[src/rtl/fetch_stage.sv]
// fetch_stage: boots the PC from imem, fetches one/two-word instructions into IF/ID
module fetch_stage #(
  parameter int PC_W = 16,
  parameter int RESET_ADDR = 0,
  parameter int IMM_BIT = 15
) (
  input  logic            clk,
  input  logic            rst,
  output logic [PC_W-1:0] imem_addr,
  input  logic [15:0]     imem_data,
  input  logic            stall,
  input  logic            redirect,
  input  logic [PC_W-1:0] redirect_pc,
  output logic [15:0]     if_instr,
  output logic [15:0]     if_imm,
  output logic [PC_W-1:0] if_pc,
  output logic [PC_W-1:0] if_next_pc,
  output logic            if_valid
);
  typedef enum logic [1:0] {BOOT, FETCH, FETCH_IMM} state_t;
  state_t state, state_n;
  logic [PC_W-1:0] pc, pc_n, pend_pc, pend_pc_n, pc_inc, pc_n_out, next_n;
  logic [15:0] pend_instr, pend_instr_n, instr_n, imm_n;
  logic valid_n;
  assign pc_inc = pc + PC_W'(1);
  assign imem_addr = (state == BOOT) ? PC_W'(RESET_ADDR) : pc;
  // next-state, PC and IF/ID selection; redirect beats stall, stall beats normal fetch
  always_comb begin
    state_n = state;
    pc_n = pc;
    pend_instr_n = pend_instr;
    pend_pc_n = pend_pc;
    instr_n = if_instr;
    imm_n = if_imm;
    pc_n_out = if_pc;
    next_n = if_next_pc;
    valid_n = if_valid;
    if (state == BOOT || redirect) begin
      state_n = FETCH;
      pc_n = (state == BOOT) ? PC_W'(imem_data) : redirect_pc;
      pend_instr_n = (state == BOOT) ? pend_instr : '0;
      pend_pc_n = (state == BOOT) ? pend_pc : '0;
      instr_n = '0;
      imm_n = '0;
      pc_n_out = '0;
      next_n = '0;
      valid_n = 1'b0;
    end else if (!stall) begin
      pc_n = pc_inc;
      if (state == FETCH_IMM) begin
        state_n = FETCH;
        instr_n = pend_instr;
        imm_n = imem_data;
        pc_n_out = pend_pc;
        next_n = pc_inc;
        valid_n = 1'b1;
      end else if (imem_data[IMM_BIT]) begin
        state_n = FETCH_IMM;
        pend_instr_n = imem_data;
        pend_pc_n = pc;
        instr_n = '0;
        imm_n = '0;
        pc_n_out = '0;
        next_n = '0;
        valid_n = 1'b0;
      end else begin
        instr_n = imem_data;
        imm_n = '0;
        pc_n_out = pc;
        next_n = pc_inc;
        valid_n = 1'b1;
      end
    end
  end
  // state, PC, pending first word and IF/ID registers with synchronous active-low reset
  always_ff @(posedge clk) begin
    if (!rst) begin
      state <= BOOT;
      pc <= '0;
      pend_instr <= '0;
      pend_pc <= '0;
      if_instr <= '0;
      if_imm <= '0;
      if_pc <= '0;
      if_next_pc <= '0;
      if_valid <= 1'b0;
    end else begin
      state <= state_n;
      pc <= pc_n;
      pend_instr <= pend_instr_n;
      pend_pc <= pend_pc_n;
      if_instr <= instr_n;
      if_imm <= imm_n;
      if_pc <= pc_n_out;
      if_next_pc <= next_n;
      if_valid <= valid_n;
    end
  end
endmodule

[config.mk]
export PLATFORM = sky130hd
export DESIGN_NAME = fetch_stage
export DESIGN_NICKNAME = d
export VERILOG_FILES = /design/src/rtl/fetch_stage.sv
export SDC_FILE = /design/constraint.sdc
export NUM_CORES = 1
export LEC_CHECK = 0
export CELL_PAD_IN_SITES_DETAIL_PLACEMENT = 1
export CELL_PAD_IN_SITES_GLOBAL_PLACEMENT = 2
export CORE_ASPECT_RATIO = 2
export CORE_MARGIN = 2
export CORE_UTILIZATION = 37
export DETAILED_ROUTE_END_ITERATION = 8
export DONT_BUFFER_PORTS = 1
export GPL_ROUTABILITY_DRIVEN = 0
export PLACE_DENSITY = 0.82
export SYNTH_ARGS = -nofsm -noshare
export SYNTH_HDL_FRONTEND = slang
export SYNTH_SLANG_ARGS = --single-unit
export TNS_END_PERCENT = 30
[constraint.sdc]
create_clock -name clk -period 2.05 [get_ports clk]
set_input_delay 0.1025 -clock clk [delete_from_list [all_inputs] [get_ports clk]]
set_output_delay 0.1025 -clock clk [all_outputs]
set_load 0.02 [all_outputs]
== Word-level counts from Yosys, hierarchy flattened ==
Cells that the tools add are included.
Word-level totals
  flip-flop bits (word level): 115
  input port bits: 36
  output and inout port bits: 81
  word-level logic and storage cells: 52
Operators by class
  add/subtract/negate cells: 1
  equal/unequal tests: 4
  mux-type cells: 26
  bitwise operators: 2
  reduce and logical (&&, ||, !) cells: 9
Operator list (count)
  two-way mux 16 bit: 19
  adder 16 x 1 -> 16 bit (second input constant): 1
  two-way mux 15 bit: 1
  two-way mux 1 bit: 4
  two-way mux 2 bit: 2
  inequality test 2 bit (second input constant): 2
  AND reduction 2 bit: 2
  AND reduction 4 bit: 1
  nonzero test 2 bit: 2
  nonzero test 3 bit: 1
  == test 2 bit (second input constant): 1
  logical NOT 2 bit: 1
  inequality test 2 x 1 -> 1 bit (second input constant): 1
  inverter 1 bit: 2
  OR reduction 2 bit: 1
  logical OR 1 bit: 1

== Longest topological paths before layout ==
  depth after elaboration: 4
  mapped depth: 7

== Worst setup path before layout ==
OpenSTA, ideal clock, no wires.
  path type: register -> register
  from: register pc[0]
  to: register pc[14]
  library setup time: 0.088 ns
  data arrival time: 1.385 ns
  data required time: 1.962 ns
  setup slack: 0.578 ns
  stages on the path, launching flop included: 6
  buffers on the path: 0
  period minus slack after synthesis: 1.472 ns
  path through: dfxtp_1 ha_1 nand3_1 nor3_1 a211oi_1 nor4_2
Between the ends
  word-level cells in the longest chain between the ends: 3
Ends and longest elaborated chain
  from (decl): RTL line 22  | logic [PC_W-1:0] pc, pc_n, pend_pc, pend_pc_n, pc_inc, pc_n_out, next_n;
  from (signal assigned): RTL line 89  | pc <= pc_n;
  adder 16 x 1 -> 16 bit: RTL line 25  | assign pc_inc = pc + PC_W'(1);
  two-way mux 16 bit: RTL line 48  | end else if (!stall) begin
  two-way mux 16 bit: RTL line 38  | if (state == BOOT || redirect) begin
No other way between the ends. The select of a mux whose other input is x is not followed.
A chain may end at the register's enable or synchronous reset.

== Worst setup path in the final report ==
  from: register pc[1]
  to: register pc[14]
Same word-level chain as after synthesis.

==> impl_metrics.tcl <==
set metrics [dict create \
    critPathArrivalTime_ps 2310 \
    drive_above_1_share_pct 13.0 \
    grt_pass1_wl_um 29600 \
    antenna_cells 0 \
    clockBufferDepth 2 \
    power.leakage_nw 2.24 \
    slowest_delay_ps 520 \
    fin_crit_ps 1990 \
    ys_top_cells_by_area "dfxtp_1, a22o_1, a211oi_1" \
    synthSimpleGateAreaFrac_pct 24.9 \
    start_util_pct 37.9 \
    maxCapViolCount 0 \
    p_per_area_nw_per_um2 979 \
    syn_avg_cell_area_um2 8.79 \
    worstMarginPinSlew_ps 683 \
    slew_headroom_pct 54.3 \
    synth_common_cells "dfxtp_1, nor2_1, nand2_1" \
    synth_top_area_share_pct 43.7 \
    grt_overflow_total 0 \
    yosysMostFrequentCell "dfxtp_1" \
    vias_per_cell 5.95 \
    dp_cells 752 \
    cp-start-kind "flip-flop" \
    synth_xor_area_share_pct 2.33 \
    synth_ff_type "dfxtp_1" \
    portBuffers 0 \
    wire_per_inst_um 23.9 \
    rsz0062_at_grt "true" \
    synth_compound_area_share_pct 22.5 \
    yosysSeqAreaShare_pct 43.7 \
    maxSlewViolCount 0 \
    yosys.area_share.adder_pct 0.237 \
    path_clk_slew_ps 60 \
    ys_ff_latch 115 \
    ir_drop_uv 638 \
    hold_violations 0 \
    max_freq_ghz 0.502 \
    vias 4789 \
    drtIter0Drc 264 \
    h-tree-depth 4 \
    route.detailed.drc 0 \
    ant_nets 0 \
    drtPass1Iterations 4 \
    cp_data_required_time_ps 2370 \
    clk-insertion-delay-late_ps 420 \
    critPathKind "reg2reg" \
    pin_count 117 \
    synth_edf_count 0 \
    endpoint_kind "flip-flop" \
    fin_crit_sh_pct 97.1 \
    grt_pass1_vias 5028 \
    synthMuxAreaShare_pct 0 \
    synthCells 600 \
    area_delta_synth_final_pct 19.1 \
    cp_max_fo 7 \
    critical_path.cell_chain "ha_2, nand3_1, nor3_2, a211oi_1, nor4_2" \
    grt_max_degree 59 \
    cts_buffers 17 \
    synth_top_family_by_area "simple AND/OR/NAND/NOR gates" \
    num_rows 61 \
    coreArea_um2 13900 \
    fp.dieW_um 88.4 \
    cts-root-buf "clkbuf_16" \
    crit_slowest_cell "dfxtp_1" \
    finalSetupTns_ps 0 \
    die_y_um 173 \
    clock_sinks 115 \
    dieArea_um2 15300 \
    track_usage_pct 25.9 \
    status "finished clean" \
    setup_viol 0 \
    synth_fp_nets 637 \
    yosysWarnings 0 \
    synth_top_cell_by_area "dfxtp_1" \
    fin_cells 805 \
    async_flop_share_pct 0 \
    antenna_found_initial 0 \
    dp_hpwl_um 12900 \
    cts_tree "done" \
    power_mw 6.15 \
    nets 640 \
    wl_um 19200 \
    post_synth_num_cell_types 60 \
    netlist_area_um2 5270 \
    finClkSkew_ps 11.1 \
    hp-class "in2reg" \
]
-- where the power goes --
group	total (mW)	switching, mW	internal, mW
registers	2.41	0.114	2.29
logic	0.558	0.335	0.223
clock network	3.19	1.14	2.05
total	6.15	1.59	4.56
-- registers in the layout, indices dropped and copies added, names as in the netlist --
| signal | count |
|---|---|
| if_instr | 16 |
| if_imm | 16 |
| if_valid | 1 |
| if_pc | 16 |
| if_next_pc | 16 |
| pc | 16 |
| pend_pc | 16 |
| pend_instr | 16 |
| state | 2 |
-- critical path, delay by kind of cell (launching register included) --
family	cells	cell delay [ps]
AOI/OAI and AO/OA	1	150
adders and majority gates	1	330
DFF	1	520
and+or+nand+nor	3	890
-- metal layers --
layer | vias to the layer above | track usage (%) | wire [µm]
met5 | - | 0 | 0
met4 | 0 | 18.4 | 1470
met3 | 63 | 7.16 | 1040
met2 | 171 | 43.5 | 10000
met1 | 2363 | 26.5 | 6690
li1 | 2192 | - | -
-- placed cells by master, fill, tap and decap left out, types with 4 or more instances in the layout --
master / instances
dfxtp_1: 115
nor2_1: 59
nand2_1: 41
nor3_1: 36
a21oi_1: 31
a22o_1: 31
a211oi_1: 30
nor3b_1: 28
nand3_1: 25
buf_4: 22
dlygate4sd3_1: 20
and2_1: 18
clkbuf_16: 17
o2bb2ai_1: 10
xnor2_1: 9
a31oi_1: 8
inv_1: 6
nand2b_1: 6
a22oi_1: 6
o21ai_0: 6
xor2_1: 5
o21a_1: 5
and3_1: 4
o21ai_1: 4
o221a_2: 4
bufinv_16: 4
inv_6: 4
-- final cells by class --
type / count / area [µm²]
Sequential cell: 115 / 2300
Clock buffer: 18 / 429
Fill cell: 1637 / 7610
Inverter: 6 / 22.5
Tap cell: 189 / 236
Clock inverter: 14 / 201
Timing Repair Buffer: 45 / 433
Multi-Input combinational cell: 418 / 2660
-- path summary, 6_finish.rpt --
kind / start / to / slack (ps) / depth (start not counted)
worst max-delay path: pc[1]$_SDFFE_PN0P_ / pc[14]$_SDFFE_PN0P_ / 60 / 5
worst min-delay path: imem_data[15] / if_pc[7]$_SDFFE_PP0N_ / 20 / 3
worst max register to register: pc[1]$_SDFFE_PN0P_ / pc[14]$_SDFFE_PN0P_ / 60 / 5
worst min register to register: pend_instr[15]$_SDFFE_PN0P_ / pend_instr[15]$_SDFFE_PN0P_ / 470 / 1
-- stage by stage --
| stage | setup WS, ps | hold slack (ps) | util, % | area (µm²) |
|---|---|---|---|---|
| finish | 58.7 | 19.6 | 45.2 | 6280 |
| global route | -21.3 | 15.7 | 45.2 | 6280 |
| CTS | 22.8 | 12.1 | 45.2 | 6280 |
| detailed placement | 15.3 | 241 | 39.0 | 5410 |
| global placement | 32.8 | 228 | 39.0 | 5410 |
| floorplan | 578 | 233 | - | 5270 |
-- repair_timing --
action                     4_1_cts  5_1_grt
buffers inserted                 0        0
resized for setup                1        2
hold endpoints to repair        85        0
setup endpoints to repair        1       14
hold buffers                    21        0
-- kinds of logic after synthesis --
kind of cell	Yosys count
AOI/OAI and AO/OA	159
xor gates and xnor gates	14
and+or+nand+nor	244
DFF	115
buffers and inverters	67
adders and majority gates	1
No activity file was read; power rests on OpenSTA's default activity.
